File: config.mk
export PLATFORM = sky130hd
export DESIGN_NAME = eth_tx_framer
export DESIGN_NICKNAME = d
export VERILOG_FILES = /design/src/rtl/eth_tx_framer.sv
export SDC_FILE = /design/constraint.sdc
export NUM_CORES = 1
export LEC_CHECK = 0
export BUFFER_PORTS_ARGS = -buffer_cell sky130_fd_sc_hd__buf_4
export CAP_MARGIN = 15
export CORE_MARGIN = 2
export CORE_UTILIZATION = 45
export DETAILED_ROUTE_END_ITERATION = 6
export PLACE_DENSITY_LB_ADDON = 0.3
export REMOVE_ABC_BUFFERS = 1
export SETUP_SLACK_MARGIN = 0.4
export SYNTH_ARGS = -nofsm -noshare
export SYNTH_HDL_FRONTEND = slang
export SYNTH_SLANG_ARGS = --single-unit
export TNS_END_PERCENT = 1
File: constraint.sdc
create_clock -name i_tx_clk -period 3 [get_ports i_tx_clk]
set_input_delay 0.3 -clock i_tx_clk [delete_from_list [all_inputs] [get_ports i_tx_clk]]
set_output_delay 0.3 -clock i_tx_clk [all_outputs]
set_load 0.02 [all_outputs]
File: src/rtl/eth_tx_framer.sv
// GMII byte-stream transmit framer: preamble, SFD, payload, zero pad, CRC-32 FCS, inter-frame gap.
// Outputs are registered alongside the state, so the state always names the byte currently on the wire.
module eth_tx_framer #(
  parameter int PREAMBLE_LEN = 7,
  parameter int MIN_FRAME    = 60,
  parameter int IFG_LEN      = 12
) (
  input  logic        i_tx_clk,
  input  logic        i_rst,
  input  logic        i_valid,
  input  logic [7:0]  i_data,
  input  logic        i_last,
  output logic        o_ready,
  output logic        o_tx_en,
  output logic [7:0]  o_tx_data,
  output logic        o_busy,
  output logic        o_underrun,
  output logic [15:0] o_frame_cnt
);

  typedef enum logic [2:0] {
    S_IDLE, S_PRE, S_SFD, S_DATA, S_PAD, S_FCS, S_IFG
  } state_t;

  localparam logic [15:0] PRE_LAST = 16'(PREAMBLE_LEN - 1);
  localparam logic [15:0] IFG_LAST = 16'(IFG_LEN - 1);
  localparam logic [10:0] MIN_CNT  = 11'(MIN_FRAME);

  state_t      state_q, state_d;
  logic [15:0] cnt_q, cnt_d;
  logic [10:0] byte_cnt_q, byte_cnt_d;
  logic [31:0] crc_q, crc_d;
  logic        last_q, last_d;
  logic        good_q, good_d;
  logic        tx_en_q, tx_en_d;
  logic [7:0]  tx_data_q, tx_data_d;
  logic        underrun_q, underrun_d;
  logic [15:0] frame_cnt_q, frame_cnt_d;

  logic [10:0] byte_inc;
  logic [31:0] fcs_sel;
  logic [31:0] fcs_shift;
  logic        start;

  // Reflected CRC-32, one byte per call.
  function automatic logic [31:0] crc8(input logic [31:0] crc, input logic [7:0] b);
    logic [31:0] c;
    c = crc ^ {24'h000000, b};
    for (int unsigned i = 0; i < 8; i++) begin
      c = c[0] ? ((c >> 1) ^ 32'hEDB88320) : (c >> 1);
    end
    return c;
  endfunction

  assign o_ready     = (state_q == S_SFD) || ((state_q == S_DATA) && !last_q);
  assign o_busy      = (state_q != S_IDLE);
  assign o_tx_en     = tx_en_q;
  assign o_tx_data   = tx_data_q;
  assign o_underrun  = underrun_q;
  assign o_frame_cnt = frame_cnt_q;

  always_comb begin
    state_d     = state_q;
    cnt_d       = cnt_q;
    byte_cnt_d  = byte_cnt_q;
    crc_d       = crc_q;
    last_d      = last_q;
    good_d      = good_q;
    tx_en_d     = tx_en_q;
    tx_data_d   = tx_data_q;
    underrun_d  = 1'b0;
    frame_cnt_d = frame_cnt_q;
    start       = 1'b0;
    byte_inc    = (byte_cnt_q == '1) ? byte_cnt_q : byte_cnt_q + 11'd1;
    fcs_sel     = good_q ? ~crc_q : crc_q;
    fcs_shift   = fcs_sel >> {cnt_q[1:0] + 2'd1, 3'b000};

    case (state_q)
      S_IDLE: start = i_valid;
      S_PRE: begin
        if (cnt_q == PRE_LAST) begin
          state_d   = S_SFD;
          tx_data_d = 8'hD5;
        end else begin
          cnt_d = cnt_q + 16'd1;
        end
      end
      S_SFD, S_DATA: begin
        if (o_ready) begin
          if (i_valid) begin
            state_d    = S_DATA;
            tx_data_d  = i_data;
            crc_d      = crc8(crc_q, i_data);
            byte_cnt_d = byte_inc;
            last_d     = i_last;
          end else begin
            // Starved source: close with the raw CRC so the receiver discards the frame.
            state_d    = S_FCS;
            underrun_d = 1'b1;
            good_d     = 1'b0;
            cnt_d      = '0;
            tx_data_d  = crc_q[7:0];
          end
        end else if (byte_cnt_q < MIN_CNT) begin
          state_d    = S_PAD;
          tx_data_d  = '0;
          crc_d      = crc8(crc_q, 8'h00);
          byte_cnt_d = byte_inc;
        end else begin
          state_d   = S_FCS;
          cnt_d     = '0;
          tx_data_d = ~crc_q[7:0];
        end
      end
      S_PAD: begin
        if (byte_cnt_q >= MIN_CNT) begin
          state_d   = S_FCS;
          cnt_d     = '0;
          tx_data_d = ~crc_q[7:0];
        end else begin
          crc_d      = crc8(crc_q, 8'h00);
          byte_cnt_d = byte_inc;
        end
      end
      S_FCS: begin
        if (cnt_q[1:0] == 2'd3) begin
          state_d   = S_IFG;
          cnt_d     = '0;
          tx_en_d   = 1'b0;
          tx_data_d = '0;
          if (good_q) frame_cnt_d = frame_cnt_q + 16'd1;
        end else begin
          cnt_d     = cnt_q + 16'd1;
          tx_data_d = fcs_shift[7:0];
        end
      end
      S_IFG: begin
        // The closing gap edge doubles as the first IDLE edge, keeping the gap at exactly IFG_LEN.
        if (cnt_q == IFG_LAST) begin
          state_d = S_IDLE;
          start   = i_valid;
        end else begin
          cnt_d = cnt_q + 16'd1;
        end
      end
      default: state_d = S_IDLE;
    endcase

    if (start) begin
      state_d    = S_PRE;
      tx_en_d    = 1'b1;
      tx_data_d  = 8'h55;
      cnt_d      = '0;
      crc_d      = '1;
      byte_cnt_d = '0;
      last_d     = 1'b0;
      good_d     = 1'b1;
    end
  end

  always_ff @(posedge i_tx_clk or posedge i_rst) begin
    if (i_rst) begin
      state_q     <= S_IDLE;
      cnt_q       <= '0;
      byte_cnt_q  <= '0;
      crc_q       <= '1;
      last_q      <= 1'b0;
      good_q      <= 1'b0;
      tx_en_q     <= 1'b0;
      tx_data_q   <= '0;
      underrun_q  <= 1'b0;
      frame_cnt_q <= '0;
    end else begin
      state_q     <= state_d;
      cnt_q       <= cnt_d;
      byte_cnt_q  <= byte_cnt_d;
      crc_q       <= crc_d;
      last_q      <= last_d;
      good_q      <= good_d;
      tx_en_q     <= tx_en_d;
      tx_data_q   <= tx_data_d;
      underrun_q  <= underrun_d;
      frame_cnt_q <= frame_cnt_d;
    end
  end

endmodule

; After elaboration in Yosys (flattened, before gate mapping)
; Index checks and enable logic that the tools add are counted.
[op_classes]
add_sub_neg = 4
n_lt_le_gt_ge = 2
eq_ne = 23
shift = 1
mux = 72
n_bitwise = 19
reduce_logical = 22
[op_table]
columns = op, n
row1 = $mux W32, 22
row2 = $not A13 Y14, 16
row3 = $mux W16, 8
row4 = $pmux W16 S5, 1
row5 = $mux W11, 6
row6 = $pmux W32 S2, 1
row7 = $mux W8, 7
row8 = $add A16 B1 Y16 const B, 2
row9 = $not A32 Y32, 1
row10 = $pmux W8 S4, 1
row11 = $shr A32 B5 Y8, 1
row12 = $xor A32 B8 Y32, 1
row13 = $pmux W11 S2, 1
row14 = $mux W3, 7
row15 = $ne A3 B3 Y1 const B, 7
row16 = $pmux W3 S6, 1
row17 = $eq A16 B3 Y1 const B, 1
row18 = $eq A16 B4 Y1 const B, 1
row19 = $mux W1, 16
row20 = $ne A4 B4 Y1 const B, 4
row21 = $reduce_and A3 Y1, 4
row22 = $add A11 B1 Y11 const B, 1
row23 = $eq A11 B11 Y1 const B, 1
row24 = $ge A11 B6 Y1 const B, 1
row25 = 23 further kinds, 31
[word_totals]
reg_bits = 90
inputBits = 12
output_inout_bits = 28
wordCells = 153

; Logic depth before layout (Yosys ltp)
[logic_depth]
word_depth = 21
depth_mapped = 10
depth_no_buf = 9

; Worst setup path after synthesis
; Ideal clock, no wire load.
[synth_path]
path_type = reg2reg
from = register cnt_q[0]
to = register tx_data_q[2], in the netlist o_tx_data[2]
setup_ns = 0.139
arrival_ns = 2.424
required_ns = 2.861
slack_ns = 0.437
path_stages_with_launch = 10
n_path_buf = 2
period_less_slack_ns = 2.563
cell_sequence = dfrtp_1 -> buf_2 -> inv_1 -> ha_1 -> clkbuf_1 -> mux4_2 -> xor2_1 -> a221o_1 -> a211oi_1 -> o211ai_1
[synth_between]
elab_chain_cells = 5
elab_cells_between_ends = 14
cone_classes = add/sub: 1 / eq/ne: 5 / shift: 1 / mux: 5 / reduce/logical: 2
[synth_rtl]
columns = element, line_no
row1 = start: declaration, 30  ; logic [15:0] cnt_q, cnt_d;
row2 = start signal: assignment, 175  ; cnt_q <= cnt_d;
row3 = $add A2 B1 Y2 or $eq A16 B4 Y1 (tied branches), "76, 139"
row4 = $shr A32 B5 Y8 or $mux W1 (tied branches), "76, 139"
row5 = $mux W8 or $pmux W1 S2 (tied branches), "126, 78"
row6 = "$pmux W8 S4, or another cell as far along", 78  ; case (state_q)
row7 = $mux W8 or $reduce_and A3 Y1 (tied branches), -
row8 = end signal: assignment, 181  ; tx_data_q <= tx_data_d;
row9 = end: declaration, 36  ; logic [7:0] tx_data_q, tx_data_d;
; Parallel ways exist; a longest one is shown, timed or not.
; A chain may end at the register's enable or synchronous reset.

; Worst setup path after layout
[layout_path]
from = register cnt_q[9]
to = register crc_q[19]
[layout_between]
elab_chain_cells = 5
elab_cells_between_ends = 9
cone_classes = eq/ne: 4 / mux: 3 / reduce/logical: 2
[layout_rtl]
columns = element, line_no
row1 = $eq A16 B4 Y1 (*), 139  ; if (cnt_q == IFG_LAST) begin
row2 = $mux W1 (*), 139
row3 = $pmux W1 S2 (*), 78
row4 = "$ne A4 B4 Y1 (no line), or another cell as far along", -
row5 = $reduce_and A4 Y1 (no line), -
row6 = end signal: assignment, 177  ; crc_q <= crc_d;
row7 = end: declaration, 32  ; logic [31:0] crc_q, crc_d;
; Mark *: on every way between the ends. The rest lies on a longest branch, timed or not.

==> impl_summary.log <==
[metrics] outcome: complete, no violations
[metrics] static leakage: about 2.9 nW
[metrics] Num Clock Sinks: 90
[metrics] I/O pin cnt: 40
[metrics] crit path max fanout: 30
[metrics] relative area change from synthesis to final layout: 14.1%
[metrics] DR pass1 iterations: 5
[metrics] Min-Delay Path Class: in2async
[metrics] number of synthesized flops with an enable pin: 0
[metrics] final worst-path cycle share: 85.6%
[metrics] Buffers on Ports: 39
[metrics] worst skew pair latency: 0.36 ns
[metrics] total DRC errors in the routed layout: 0
[metrics] Pins Over Slew Limit: 0
[metrics] mean cell area of the mapped netlist: just under 10 um^2
[metrics] synthesized instance count: roughly 650
[metrics] clk_skew: 0.0117 ns
[metrics] sequential cell area fraction in the yosys report: 35.6%
[metrics] number of global-route vias before repair: 4993
[metrics] portion of synthesized cell area occupied by the leading cell type: 22.5%
[metrics] Final Hold Fails: 0
[metrics] metal2 WL: 8.30 mm
[metrics] instance area at placement: slightly below 7000 um^2
[metrics] Post-layout nets: 697
[metrics] number of vias per cell after detailed routing: ~6
[metrics] Setup Viol. Count Final: 0
[metrics] first-pass GRT wire length: 26.6 mm
[metrics] critical path launch point: cnt_q[9]$_DFFE_PP0P_
[metrics] Die Height: between 100 and 150 um
[metrics] number of antenna-violating nets in the routed design: 0
[metrics] cell type contributing the most total cell area after synthesis: sky130_fd_sc_hd__dfrtp_1
[metrics] Initial Utilization: 46.2%
[metrics] Critical Path RT: 3.27 ns
[metrics] routed wire length: between 15 and 20 mm
[metrics] post-layout min period: 2.57 ns
[metrics] max_cap viols: 0
[metrics] Die Footprint: 15300 um^2
[metrics] post-route cell area: around 7300 um^2
[metrics] most frequent cell after synthesis: sky130_fd_sc_hd__xnor2_1
[metrics] overall die width: 124 um
[metrics] maximum buffer depth of the clock tree: 2
[metrics] number of distinct library cells after synthesis: 71
[metrics] cell area after synthesis: 6440 um^2
[metrics] GR Util All Layers: 22.7%
[metrics] library cell used as clock root buffer: sky130_fd_sc_hd__clkbuf_16
[metrics] proportion of register bits with asynchronous set or reset after synthesis: 100%
[metrics] antenna diode instance count: 0
[metrics] DPL Wire Length: 11.2 mm
[metrics] endpoint class of the critical path: register
[metrics] number of vias in the routed layout: 5091
[metrics] Max-Slew Margin vs Limit: 44.0%
[metrics] destination of the critical timing path: crc_q[19]$_DFFE_PP1P_
[metrics] uppermost metal layer occupied by signal nets: met4
[metrics] worst setup slack before clock tree synthesis: 0.159 ns
[metrics] Setup CP Type: reg2reg
[metrics] CTS tree: done
[metrics] share of cells above drive strength 1: roughly a quarter
[metrics] worst reg-to-reg path cell count: 9
[metrics] cts-stage hold buffer count: 0
[metrics] number of DRC markers after the initial detailed-route iteration: 407
[metrics] list of most frequent post-synthesis cells: sky130_fd_sc_hd__xnor2_1 (103), sky130_fd_sc_hd__nand2_1 (66), sky130_fd_sc_hd__dfrtp_1 (58)
[metrics] Rows: 43
[metrics] endpoint of the worst register-to-register path: crc_q[19]$_DFFE_PP1P_
[metrics] routed length on met1: roughly 7.4 mm
[metrics] minimum setup slack in the final design: 0.432 ns
[metrics] Critical Path AT: 2.84 ns
[metrics] cells taking the most area after synthesis: sky130_fd_sc_hd__dfrtp_1 (23%), sky130_fd_sc_hd__xnor2_1 (14%), sky130_fd_sc_hd__dfstp_2 (13%), sky130_fd_sc_hd__xor2_1 (7.6%), sky130_fd_sc_hd__nand2_1 (3.8%)
[metrics] overflow left after global routing: 0
[metrics] RSZ-0062 raised after global routing: yes
[metrics] dominant register cell in the synthesized netlist: sky130_fd_sc_hd__dfrtp_1
[metrics] power density over cell area: ~1200 nW/um^2
[metrics] startpoint type of the worst setup path: register
[metrics] H-Tree Level Count: 3
[metrics] VDD IR-drop max: 0.664 mV
[metrics] pin count of the biggest net entering global routing: 91
[metrics] placer's final routability congestion estimate: 0.876
[metrics] warnings from Yosys: 0
[metrics] post-synthesis sequential element count: 90
[metrics] detailed-routed wire length on met3: 688 um
[metrics] total core area: 13900 um^2
[metrics] Num CTS Buffers: 9
[metrics] register-to-register setup slack: 0.43 ns
[metrics] clock edge transition at the registers on the reported setup and hold paths: roughly 0.07 ns
[metrics] reg-to-reg startpoint: cnt_q[9]$_DFFE_PP0P_
[metrics] per-cell routed wire length: 19.2 um
[metrics] number of antenna violations at the first check in global routing: 0
[metrics] maximum clock frequency: 389 MHz
[metrics] transition at the pin with the smallest max-transition slack: 0.834 ns
[layout by cell type, fill, tap and decap left out, types with 7 or more instances in the layout]
cell / netlist / final
sky130_fd_sc_hd__xnor2_1: 103 / 103
sky130_fd_sc_hd__nand2_1: 66 / 66
sky130_fd_sc_hd__dfrtp_1: 58 / 57
sky130_fd_sc_hd__xor2_1: 56 / 56
sky130_fd_sc_hd__buf_4: 0 / 55
sky130_fd_sc_hd__dfstp_2: 32 / 32
sky130_fd_sc_hd__nor2_1: 29 / 28
sky130_fd_sc_hd__o21ai_0: 23 / 23
sky130_fd_sc_hd__nand3_1: 22 / 21
sky130_fd_sc_hd__a2bb2oi_1: 20 / 20
sky130_fd_sc_hd__a21oi_1: 17 / 16
sky130_fd_sc_hd__inv_1: 12 / 10
sky130_fd_sc_hd__a2bb2oi_2: 10 / 10
sky130_fd_sc_hd__clkbuf_16: 0 / 10
sky130_fd_sc_hd__a22oi_1: 8 / 8
sky130_fd_sc_hd__o31ai_1: 8 / 8
sky130_fd_sc_hd__mux4_2: 8 / 8
sky130_fd_sc_hd__nand4_1: 7 / 7
[final cells by class]
cell class | instances | area, um^2
fill | 1236 | 6590
multi-input combinational | 502 | 3960
sequential | 90 | 2290
timing repair buffer | 61 | 512
clock buffer | 9 | 225
tap | 180 | 225
clock inverter | 7 | 82.6
inverter | 13 | 53.8
[repair_timing]
item | in CTS | in global routing
setup buffers | 1 | 6
cloned | 0 | 2
setup endpoints to repair | 50 | 65
gates resized for setup | 2 | 16
pin swaps | 2 | 3
[per-stage QoR]
step                util (%)  cells  hold WS (ns)  power [mW]  setup TNS, ns
global route            52.7    862        0.0943        9.24              0
CTS                     51.6    854        0.0733        8.52              0
floorplan                  -    605         0.431        6.03          -5.03
global placement        49.3    837         0.451        7.12              0
finish                  52.7    862        0.0585        8.72              0
detailed placement      49.3    837         0.455        7.23              0
[layer usage]
layer | track usage, % | up-vias
met3 | 5.31 | 18
met4 | 5.89 | 0
met1 | 30.4 | 2594
li1 | - | 2353
met2 | 37.1 | 126
met5 | 0 | -
[cell families after synthesis]
| logic type | after synthesis | synth area share [%] |
|---|---|---|
| flip-flops | 90 | 35.6 |
| buffers and inverters | 60 | 4.23 |
| AO/OA/AOI/OAI | 132 | 16.7 |
| multiplexers | 18 | 4.45 |
| AND/OR/NAND/NOR | 181 | 14.5 |
| adder cells (fa/ha/maj) | 8 | 1.55 |
| XOR/XNOR | 163 | 23.0 |
[sequential cells by signal (all words and copies together) (netlist names)]
name / flops
o_tx_en: 1
o_underrun: 1
o_tx_data: 8
cnt_q: 16
good_q: 1
last_q: 1
crc_q: 32
state_q: 3
byte_cnt_q: 11
o_frame_cnt: 16
[how the worst min path moves through the flow]
stage,endpoint,startpoint
after CTS,o_frame_cnt[1]$_DFFE_PP0P_,i_rst
after global routing,o_frame_cnt[1]$_DFFE_PP0P_,i_rst
after detailed placement,o_frame_cnt[1]$_DFFE_PP0P_,i_rst
after floorplan,last_q$_DFFE_PP0P_,i_last
after global placement,cnt_q[14]$_DFFE_PP0P_,i_rst
final,o_frame_cnt[1]$_DFFE_PP0P_,i_rst
[critical path, cell delays in order (launching register included)]
cell	delay [ns]
sky130_fd_sc_hd__dfrtp_1	0.46
sky130_fd_sc_hd__nor4_2	0.33
sky130_fd_sc_hd__nand3_1	0.20
sky130_fd_sc_hd__o41ai_4	0.38
sky130_fd_sc_hd__buf_4	0.23
sky130_fd_sc_hd__and2_0	0.21
sky130_fd_sc_hd__buf_6	0.22
sky130_fd_sc_hd__nor2_2	0.06
sky130_fd_sc_hd__buf_6	0.20
sky130_fd_sc_hd__a2bb2oi_1	0.19
[where the power goes]
part | internal (mW) | leakage, nW | total, mW | switching [mW]
registers | 1.66 | 1.11 | 2.12 | 0.457
logic | 2.59 | 1.62 | 5.39 | 2.81
clock network | 0.663 | 0.150 | 1.21 | 0.546
(Power assumes the default switching activity.)
